File: src/rtl/ftdi_pkg.sv
// Shared types for the FTDI synchronous 245-FIFO controller.
// States, transfer direction and the legal bus-width check.
package ftdi_pkg;

    typedef enum logic [2:0] {
        ST_RESET,
        ST_IDLE,
        ST_RXOE,
        ST_RXD,
        ST_TXD
    } ftdi_state_e;

    typedef enum logic {
        DIR_RX = 1'b0,
        DIR_TX = 1'b1
    } ftdi_dir_e;

    function automatic bit bus_bytes_ok(input int bytes);
        return (bytes == 1) || (bytes == 2) || (bytes == 4);
    endfunction

endpackage

File: src/rtl/ftdi_rx_skid.sv
// Two-entry in-order RX skid buffer (data plus keep).
// Entry 0 is always the head presented to the consumer.
module ftdi_rx_skid #(
    parameter int W = 9
) (
    input  logic         usb_clk,
    input  logic         rst_n,
    input  logic         push,
    input  logic [W-1:0] push_data,
    output logic         out_valid,
    input  logic         out_ready,
    output logic [W-1:0] out_data,
    output logic [1:0]   count
);

    logic [W-1:0] ent0_q;
    logic [W-1:0] ent1_q;
    logic [1:0]   cnt_q;
    logic         pop;

    assign out_valid = (cnt_q != 2'd0);
    assign pop       = out_valid && out_ready;
    assign out_data  = ent0_q;
    assign count     = cnt_q;

    // The producer never pushes while two entries are held.
    always_ff @(posedge usb_clk or negedge rst_n) begin
        if (!rst_n) begin
            cnt_q  <= 2'd0;
            ent0_q <= '0;
            ent1_q <= '0;
        end else begin
            unique case ({push, pop})
                2'b10: begin
                    if (cnt_q == 2'd0) ent0_q <= push_data;
                    else               ent1_q <= push_data;
                    cnt_q <= cnt_q + 2'd1;
                end
                2'b01: begin
                    ent0_q <= ent1_q;
                    cnt_q  <= cnt_q - 2'd1;
                end
                2'b11: begin
                    if (cnt_q == 2'd1) begin
                        ent0_q <= push_data;
                    end else begin
                        ent0_q <= ent1_q;
                        ent1_q <= push_data;
                    end
                end
                2'b00: ;
            endcase
        end
    end

endmodule

File: src/rtl/ftdi_sync245_ctrl.sv
// FTDI sync 245-FIFO bus controller (FT232H/FT600/FT601) with
// round-robin bounded bursts, byte enables and aged TX flush.
module ftdi_sync245_ctrl
    import ftdi_pkg::*;
#(
    parameter int BUS_BYTES    = 1,
    parameter int RESET_CYCLES = 16,
    parameter int MAX_BURST    = 256,
    parameter int TX_THRESH    = 64,
    parameter int FLUSH_CYCLES = 1024,
    parameter int LEVEL_W      = 12
) (
    input  logic                   usb_clk,
    input  logic                   rst_n,
    output logic                   link_up,
    input  logic                   tx_tvalid,
    output logic                   tx_tready,
    input  logic [8*BUS_BYTES-1:0] tx_tdata,
    input  logic [BUS_BYTES-1:0]   tx_tkeep,
    input  logic [LEVEL_W-1:0]     tx_level,
    output logic                   rx_tvalid,
    input  logic                   rx_tready,
    output logic [8*BUS_BYTES-1:0] rx_tdata,
    output logic [BUS_BYTES-1:0]   rx_tkeep,
    input  logic                   usb_rxf_n,
    input  logic                   usb_txe_n,
    output logic                   usb_oe_n,
    output logic                   usb_rd_n,
    output logic                   usb_wr_n,
    input  logic [8*BUS_BYTES-1:0] usb_data_i,
    output logic [8*BUS_BYTES-1:0] usb_data_o,
    output logic                   usb_data_oe,
    input  logic [BUS_BYTES-1:0]   usb_be_i,
    output logic [BUS_BYTES-1:0]   usb_be_o
);

    localparam int DW    = 8 * BUS_BYTES;
    localparam int AGE_W = $clog2(FLUSH_CYCLES + 1);

    if (!bus_bytes_ok(BUS_BYTES)) begin : g_bad_bus_bytes
        $error("ftdi_sync245_ctrl: BUS_BYTES must be 1, 2 or 4");
    end

    ftdi_state_e          state_q;
    ftdi_state_e          state_d;
    ftdi_dir_e            last_dir_q;
    logic [7:0]           rst_cnt_q;
    logic [15:0]          burst_q;
    logic [AGE_W-1:0]     age_q;
    logic [1:0]           skid_cnt;
    logic                 rx_elig;
    logic                 tx_elig;
    logic                 burst_end;
    logic                 rd;
    logic                 wr;
    logic [BUS_BYTES-1:0] rx_keep_in;

    // Link stays up until the next reset, since RESET is never re-entered.
    assign link_up    = (state_q != ST_RESET);
    assign usb_data_o = tx_tdata;
    assign usb_be_o   = tx_tkeep;
    assign rx_keep_in = (BUS_BYTES == 1) ? {BUS_BYTES{1'b1}} : usb_be_i;

    always_comb begin
        state_d     = state_q;
        usb_oe_n    = 1'b1;
        usb_rd_n    = 1'b1;
        usb_wr_n    = 1'b1;
        usb_data_oe = 1'b0;
        tx_tready   = 1'b0;
        rd          = 1'b0;
        wr          = 1'b0;
        rx_elig     = !usb_rxf_n && (skid_cnt < 2'd2);
        tx_elig     = !usb_txe_n && tx_tvalid &&
                      ((tx_level >= LEVEL_W'(TX_THRESH)) ||
                       (age_q >= AGE_W'(FLUSH_CYCLES)));
        burst_end   = (burst_q == 16'(MAX_BURST - 1));
        unique case (state_q)
            ST_RESET: begin
                if (rst_cnt_q == 8'(RESET_CYCLES - 1)) state_d = ST_IDLE;
            end
            ST_IDLE: begin
                if (rx_elig && (!tx_elig || last_dir_q == DIR_TX))
                    state_d = ST_RXOE;
                else if (tx_elig)
                    state_d = ST_TXD;
            end
            ST_RXOE: begin
                usb_oe_n = 1'b0;
                state_d  = usb_rxf_n ? ST_IDLE : ST_RXD;
            end
            ST_RXD: begin
                usb_oe_n = 1'b0;
                rd       = !usb_rxf_n && (skid_cnt < 2'd2);
                usb_rd_n = !rd;
                if (usb_rxf_n || (rd && burst_end)) state_d = ST_IDLE;
            end
            ST_TXD: begin
                usb_data_oe = 1'b1;
                wr          = !usb_txe_n && tx_tvalid;
                usb_wr_n    = !wr;
                tx_tready   = wr;
                if (!wr || burst_end) state_d = ST_IDLE;
            end
            default: state_d = ST_RESET;
        endcase
    end

    always_ff @(posedge usb_clk or negedge rst_n) begin
        if (!rst_n) begin
            state_q    <= ST_RESET;
            last_dir_q <= DIR_TX;
            rst_cnt_q  <= 8'd0;
            burst_q    <= 16'd0;
            age_q      <= '0;
        end else begin
            state_q <= state_d;
            if (state_q == ST_RESET) rst_cnt_q <= rst_cnt_q + 8'd1;
            if (state_q == ST_IDLE)  burst_q <= 16'd0;
            else if (rd || wr)       burst_q <= burst_q + 16'd1;
            if (state_q == ST_RXOE)     last_dir_q <= DIR_RX;
            else if (state_q == ST_TXD) last_dir_q <= DIR_TX;
            if (!tx_tvalid || wr)
                age_q <= '0;
            else if (age_q != AGE_W'(FLUSH_CYCLES))
                age_q <= age_q + AGE_W'(1);
        end
    end

    ftdi_rx_skid #(
        .W(DW + BUS_BYTES)
    ) u_skid (
        .usb_clk  (usb_clk),
        .rst_n    (rst_n),
        .push     (rd),
        .push_data({rx_keep_in, usb_data_i}),
        .out_valid(rx_tvalid),
        .out_ready(rx_tready),
        .out_data ({rx_tkeep, rx_tdata}),
        .count    (skid_cnt)
    );

endmodule

File: config.mk
export PLATFORM = sky130hd
export DESIGN_NAME = ftdi_sync245_ctrl
export DESIGN_NICKNAME = d
export VERILOG_FILES = /design/src/rtl/ftdi_pkg.sv /design/src/rtl/ftdi_rx_skid.sv /design/src/rtl/ftdi_sync245_ctrl.sv
export SDC_FILE = /design/constraint.sdc
export NUM_CORES = 1
export LEC_CHECK = 0
export BUFFER_PORTS_ARGS = -buffer_cell sky130_fd_sc_hd__buf_2
export CORE_ASPECT_RATIO = 0.6
export CORE_MARGIN = 3
export CORE_UTILIZATION = 25
export DETAILED_ROUTE_END_ITERATION = 7
export SYNTH_ARGS = -nofsm -noshare
export SYNTH_HDL_FRONTEND = slang
export SYNTH_SLANG_ARGS = --single-unit
File: constraint.sdc
create_clock -name usb_clk -period 2.9 [get_ports usb_clk]
set_input_delay 0.435 -clock usb_clk [delete_from_list [all_inputs] [get_ports usb_clk]]
set_output_delay 0.435 -clock usb_clk [all_outputs]
set_load 0.005 [all_outputs]
==> After elaboration in Yosys (flattened, before gate mapping) <==
Index checks and enable logic that the tools add are counted.
{ "op_classes": {"add_sub_neg": 5, "order_cmp": 3, "n_eq_ne": 18, "n_mux": 26, "n_reduce_logical": 32} }
{ "ops": {"columns": ["op", "n"], "rows": [
  ["$mux W9", 4],
  ["$mux W16", 2],
  ["$pmux W9 S3", 1],
  ["$mux W11", 2],
  ["$pmux W9 S2", 1],
  ["$add A16 B1 Y16 const B", 1],
  ["$eq A16 B8 Y1 const B", 1],
  ["$mux W3", 5],
  ["$pmux W3 S5", 1],
  ["$ge A12 B7 Y1 const B", 1],
  ["$reduce_bool A2 Y1", 6],
  ["$add A11 B1 Y11 const B", 1],
  ["$ge A11 B11 Y1 const B", 1],
  ["$ne A11 B11 Y1 const B", 1],
  ["$ne A2 B2 Y1 const B", 5],
  ["$add A8 B1 Y8 const B", 1],
  ["$eq A8 B4 Y1 const B", 1],
  ["$mux W1", 8],
  ["$eq A3 B2 Y1 const B", 2],
  ["$logic_and A1 B1 Y1", 6],
  ["$logic_not A1 Y1", 6],
  ["$logic_or A1 B1 Y1", 6],
  ["$reduce_bool A3 Y1", 2],
  ["$eq A2 B1 Y1 const B", 2],
  ["other kinds (16)", 17]
]} }
{ "word_totals": {"ff_bits": 59, "inputBits": 36, "out_inout_bits": 25} }

==> Longest topological paths before layout <==
{ "depth": {"word_depth": 8, "depth_mapped": 10, "ltp_nobuf": 10} }

==> Modules after synthesis <==
A second synthesis with hierarchy kept.
{ "unflattened": {"cells_unflattened": 314, "hier_area_um2": 3236.9} }
{ "modules_own_cells": {"columns": ["mod", "instances", "cells_each", "area_per_inst_um2"], "rows": [
  ["ftdi_sync245_ctrl", 1, 218, 2174.6],
  ["ftdi_rx_skid", 1, 96, 1062.3]
]} }

==> Worst setup path before layout <==
No wires, ideal clock.
{ "synth_path": {"kind": "input to register", "from": "input port usb_rxf_n", "to": "register u_skid.ent1_q[0]", "setup_time_ns": 0.125, "arrival_ns": 2.144, "required_time_ns": 2.775, "setup_slack_ns": 0.631, "cell_stages": 7, "cell_sequence": "or2_2 > or2_2 > inv_1 > ha_1 > o211a_1 > clkbuf_1 > mux2_2"} }
{ "synth_between": {"elab_chain_cells": 6, "elab_cells_between_ends": 10, "cone_classes": "eq/ne: 4; mux: 2; reduce/logical: 4"} }
{ "synth_lines": {"columns": ["element", "line_no", "rtl"], "rows": [
  ["start: declaration", "ftdi_sync245_ctrl.sv:25", "input logic usb_rxf_n,"],
  ["$logic_not A1 Y1 (*)", "ftdi_sync245_ctrl.sv:94", "rd = !usb_rxf_n && (skid_cnt < 2'd2);"],
  ["$logic_and A1 B1 Y1 (*)", "ftdi_sync245_ctrl.sv:94", null],
  ["$mux W1 (*)", "ftdi_sync245_ctrl.sv:78", "unique case (state_q)"],
  ["$eq A2 B2 Y1", "ftdi_rx_skid.sv:33", "unique case ({push, pop})"],
  ["$ne A2 B2 Y1 (no line) / $reduce_bool A2 Y1 (equally long branches)", null, null],
  ["$reduce_and A3 Y1 (no line)", null, null],
  ["end signal: assignment", "ftdi_rx_skid.sv:36", "else ent1_q <= push_data;"],
  ["end signal: assignment", "ftdi_rx_skid.sv:48", "ent1_q <= push_data;"],
  ["end: declaration", "ftdi_rx_skid.sv:17", "logic [W-1:0] ent1_q;"]
]} }
Every way passes the cells marked *; elsewhere a longest branch is shown, timed or not.
A chain may end at the register's enable or synchronous reset.

==> Final worst setup path <==
{ "layout_path": {"from": "register state_q[2]", "to": "register u_skid.ent0_q[1], in the netlist u_skid.out_data[1]"} }
{ "layout_between": {"elab_chain_cells": 5, "elab_cells_between_ends": 9, "cone_classes": "eq/ne: 5; mux: 2; reduce/logical: 2"} }
{ "layout_lines": {"columns": ["element", "line_no", "rtl"], "rows": [
  ["start: declaration", "ftdi_sync245_ctrl.sv:44", "ftdi_state_e state_q;"],
  ["start signal: assignment", "ftdi_sync245_ctrl.sv:117", "state_q <= state_d;"],
  ["$eq A3 B2 Y1 (*)", "ftdi_sync245_ctrl.sv:78", null],
  ["$mux W1 (*)", "ftdi_sync245_ctrl.sv:78", null],
  ["$eq A2 B2 Y1 / $eq A2 B1 Y1 (equally long branches)", "ftdi_rx_skid.sv:33", null],
  ["$ne A2 B1 Y1 (no line) / $reduce_bool A3 Y1 (equally long branches)", null, null],
  ["$reduce_and A2 Y1 (no line)", null, null],
  ["end signal: assignment", "ftdi_rx_skid.sv:35", "if (cnt_q == 2'd0) ent0_q <= push_data;"],
  ["end signal: assignment", "ftdi_rx_skid.sv:40", "ent0_q <= ent1_q;"],
  ["end signal: assignment", "ftdi_rx_skid.sv:45", "ent0_q <= push_data;"],
  ["end: declaration", "ftdi_rx_skid.sv:16", "logic [W-1:0] ent0_q;"]
]} }
Marks and branches as above.

==> flow_summary_export.csv <==
group,metric,value,unit
status,status,"finished, final reports clean",
power_and_ir_drop,combPwrFrac,26.6,%
timing,hold_viol,0,
die,io_pins,61,
die,rows,30,
timing,fin_crit,2.43,ns
synth,synth_commonest_cells,"dfrtp_1, nor2_1, nand2_1, xnor2_1",
setup_path,r2r_slack,0.47,ns
power_and_ir_drop,p_sw,1010,uW
clock_network,cts_tree,"yes",
setup_path,crit_fanout,10,
drt,dr_total_vias,2224,
synth,synth_cell_type_count,49,
synth,yosysMostFrequentCell,"dfrtp_1",
die,die_h,92.1,um
power_and_ir_drop,ir_drop,0.300,mV
placed_design,gp_congestion,0.812,
power_and_ir_drop,p_int,2290,uW
clock_network,cts_sinks,59,
clock_network,post-cts-setup-buffers,0,
drt,drc,0,
timing,period_share,83.8,%
drt,routed_via_density,4.42,
drt,post_drt_wl_per_cell,12.8,um
global_route,grt_pass1_wl,10900,um
power_and_ir_drop,p_leak,0.00162,uW
synth,syn_nets,350,
drt,drt_iter0_drc,103,
power_and_ir_drop,sequentialPowerShare,36.5,%
placed_design,hpwl,4870,um
placed_design,place_inst,488,
global_route,grt_usage,10.1,%
flow_run,cap_viol_max_count,0,
global_route,antenna_found_initial,0,
power_and_ir_drop,p_sw_share,30.5,%
synth,async_flop_share,100,%
synth,ys_top_cells_by_area,"dfrtp_1, xnor2_1, nor2_1",
drt,ant_nets,0,
cells_and_area,drive_gt1_share,24.2,%
timing,maxSlewViolCount,0,
die,start_util,26.4,%
synth,synthFlopType,"dfrtp_1",
setup_path,rr_startpoint,"state_q[2]",
cells_and_area,antennaDiodeCount,0,
clock_network,clk_path_buf_depth,2,
synth,seq_area_frac_synth,47.9,%
power_and_ir_drop,clockPowerShare,36.8,%
synth,ys.warnings.count,0,
synth,synth_edf_count,0,
timing,rsz0062_at_grt,"false",
worst_hold_path,hold_path.class,"in2async",
global_route,grt_max_degree,44,
clock_network,hold_buffers,0,
setup_path,rr_endpoint,"u_skid.out_data[1]",
drt,drt-total-wl,6440,um
clock_network,cts_root_buffer,"clkbuf_16",
setup_path,r2r_cells,8,
setup_path,startpoint_type,"register",
die,die_w,149,um
timing,max_freq,0.411,GHz
setup_path,end_kind,"register",
clock_network,clkTransAtPathRegs,0.05,ns
global_route,grt_overflow_total,0,
synth,syn_avg_cell_area,10.1,um2
synth,synth_top_area_share,47.0,%
synth,synthCells,305,
timing,skew,0.00742,ns
global_route,grt_pass1_vias,2193,
cells_and_area,syn2layout_area_growth,20.8,%
synth,ys_ff_latch,59,
clock_network,insertion_delay,0.33,ns
setup_path,required,3.14,ns
drt,drtPass1Iterations,4,
synth,yosysTopAreaCell,"dfrtp_1",
setup_path,critPathArrivalTime,2.67,ns
timing,slew-limit-headroom,35.7,%
clock_network,cts_buffers,9,
cells_and_area,fin_cells,503,
cells_and_area,fin_nets,384,
clock_network,h-tree-depth,3,
clock_network,cts_resized,0,
timing,setup_viol,0,
power_and_ir_drop,p_per_area,883,mW/mm2
die,core,0.0117,mm2
die,fp.dieArea,0.0138,mm2
setup_path,criticalPathCategory,"reg2reg",
placed_design,numPortBuffers,35,
timing,setup_tns,0,ns
timing,worst_pin_slew,0.965,ns
synth,netlist_area,0.00309,mm2
[cell type report]
cell class	count	area, um2
clock inverter	4	98.8
multi-input combinational	214	1440
tap	160	200
sequential	59	1480
clock buffer	11	243
timing repair buffer	40	213
fill	1180	7950
inverter	15	56.3
[power groups by stage]
| stage | combinational (uW) | sequential (uW) | clock, uW |
|---|---|---|---|
| after floorplan | 645 | 1160 | 0 |
| final | 877 | 1200 | 1210 |
| after global placement | 870 | 1200 | 0 |
| after CTS | 892 | 1200 | 1240 |
| after detailed placement | 886 | 1220 | 0 |
| after global routing | 992 | 1230 | 1290 |
[routing by layer]
metal | track usage [%] | vias up | wire, um
li1 | - | 1107 | -
met1 | 13.2 | 1068 | 3140
met2 | 14.9 | 39 | 2900
met3 | 3.95 | 10 | 306
met4 | 3.96 | 0 | 97
met5 | 0 | - | 0
[cell families after synthesis]
group,Yosys count,share of synthesized area (%)
AND/OR/NAND/NOR,121,20.1
flip-flops,59,47.9
AO/OA/AOI/OAI,42,10.3
XOR/XNOR,32,9.08
buffers and inverters,32,5.43
multiplexers,10,3.61
adder cells (fa/ha/maj),9,3.65
[how the worst max path moves through the flow]
| stage | startpoint | to | slack, ns | depth (start not counted) |
|---|---|---|---|---|
| floorplan | usb_rxf_n | u_skid.ent1_q[0] | 0.63 | 7 |
| global placement | usb_rxf_n | u_skid.out_data[1] | 0.45 | 9 |
| detailed placement | usb_rxf_n | u_skid.out_data[1] | 0.36 | 9 |
| CTS | state_q[2] | u_skid.out_data[1] | 0.43 | 8 |
| global route | state_q[2] | u_skid.out_data[1] | 0.23 | 8 |
| finish | state_q[2] | u_skid.out_data[1] | 0.47 | 8 |
[registers in the layout (all words and copies together) (netlist names)]
name,count
age_q,11
burst_q,16
last_dir_q,1
rst_cnt_q,8
state_q,3
u_skid.count,2
u_skid.ent1_q,9
u_skid.out_data,9
[metrics by stage]
step / hold slack (ns) / instance area (um2) / power [uW] / setup slack (ns) / util, %
6_report: 0.263 / 3730 / 3290 / 0.469 / 31.9
2_1_floorplan: 0.139 / 3090 / 1810 / 0.631 / -
4_1_cts: 0.297 / 3730 / 3340 / 0.433 / 31.9
3_5_place_dp: 0.459 / 3390 / 2100 / 0.361 / 29.0
5_1_grt: 0.343 / 3730 / 3510 / 0.232 / 31.9
3_3_place_gp: 0.454 / 3390 / 2070 / 0.455 / 29.0
[placed cells by master, fill, tap and decap left out, drive strengths merged, types with 2 or more instances in the layout]
| cell | synthesis | routed |
|---|---|---|
| and3 | 3 | 3 |
| xnor2 | 25 | 25 |
| a2bb2oi | 2 | 2 |
| nor4 | 4 | 4 |
| ha | 9 | 9 |
| a22oi | 8 | 8 |
| or2 | 4 | 4 |
| nand4 | 4 | 4 |
| buf | 13 | 40 |
| nand2 | 32 | 32 |
| dfrtp | 58 | 58 |
| nor4b | 2 | 2 |
| nand2b | 2 | 2 |
| nor3b | 2 | 2 |
| bufinv | 0 | 3 |
| clkbuf | 4 | 11 |
| mux2 | 9 | 9 |
| nand3 | 13 | 13 |
| a211oi | 2 | 2 |
| or3 | 2 | 2 |
| nor2 | 36 | 36 |
| or4 | 2 | 2 |
| xor2 | 7 | 7 |
| o21ai | 14 | 14 |
| inv | 15 | 15 |
| nor3 | 10 | 10 |
| a21oi | 6 | 6 |
[worst max-delay path, cell delays in order (launching register included)]
cell      delay (ns)
dfrtp_1         0.47
nand3b_1        0.33
or2_2           0.37
inv_1           0.11
ha_1            0.21
a21oi_1         0.08
nor2_1          0.41
a22oi_1         0.16
o21ai_0         0.21
Note: power is estimated with default switching activity, not from simulation.
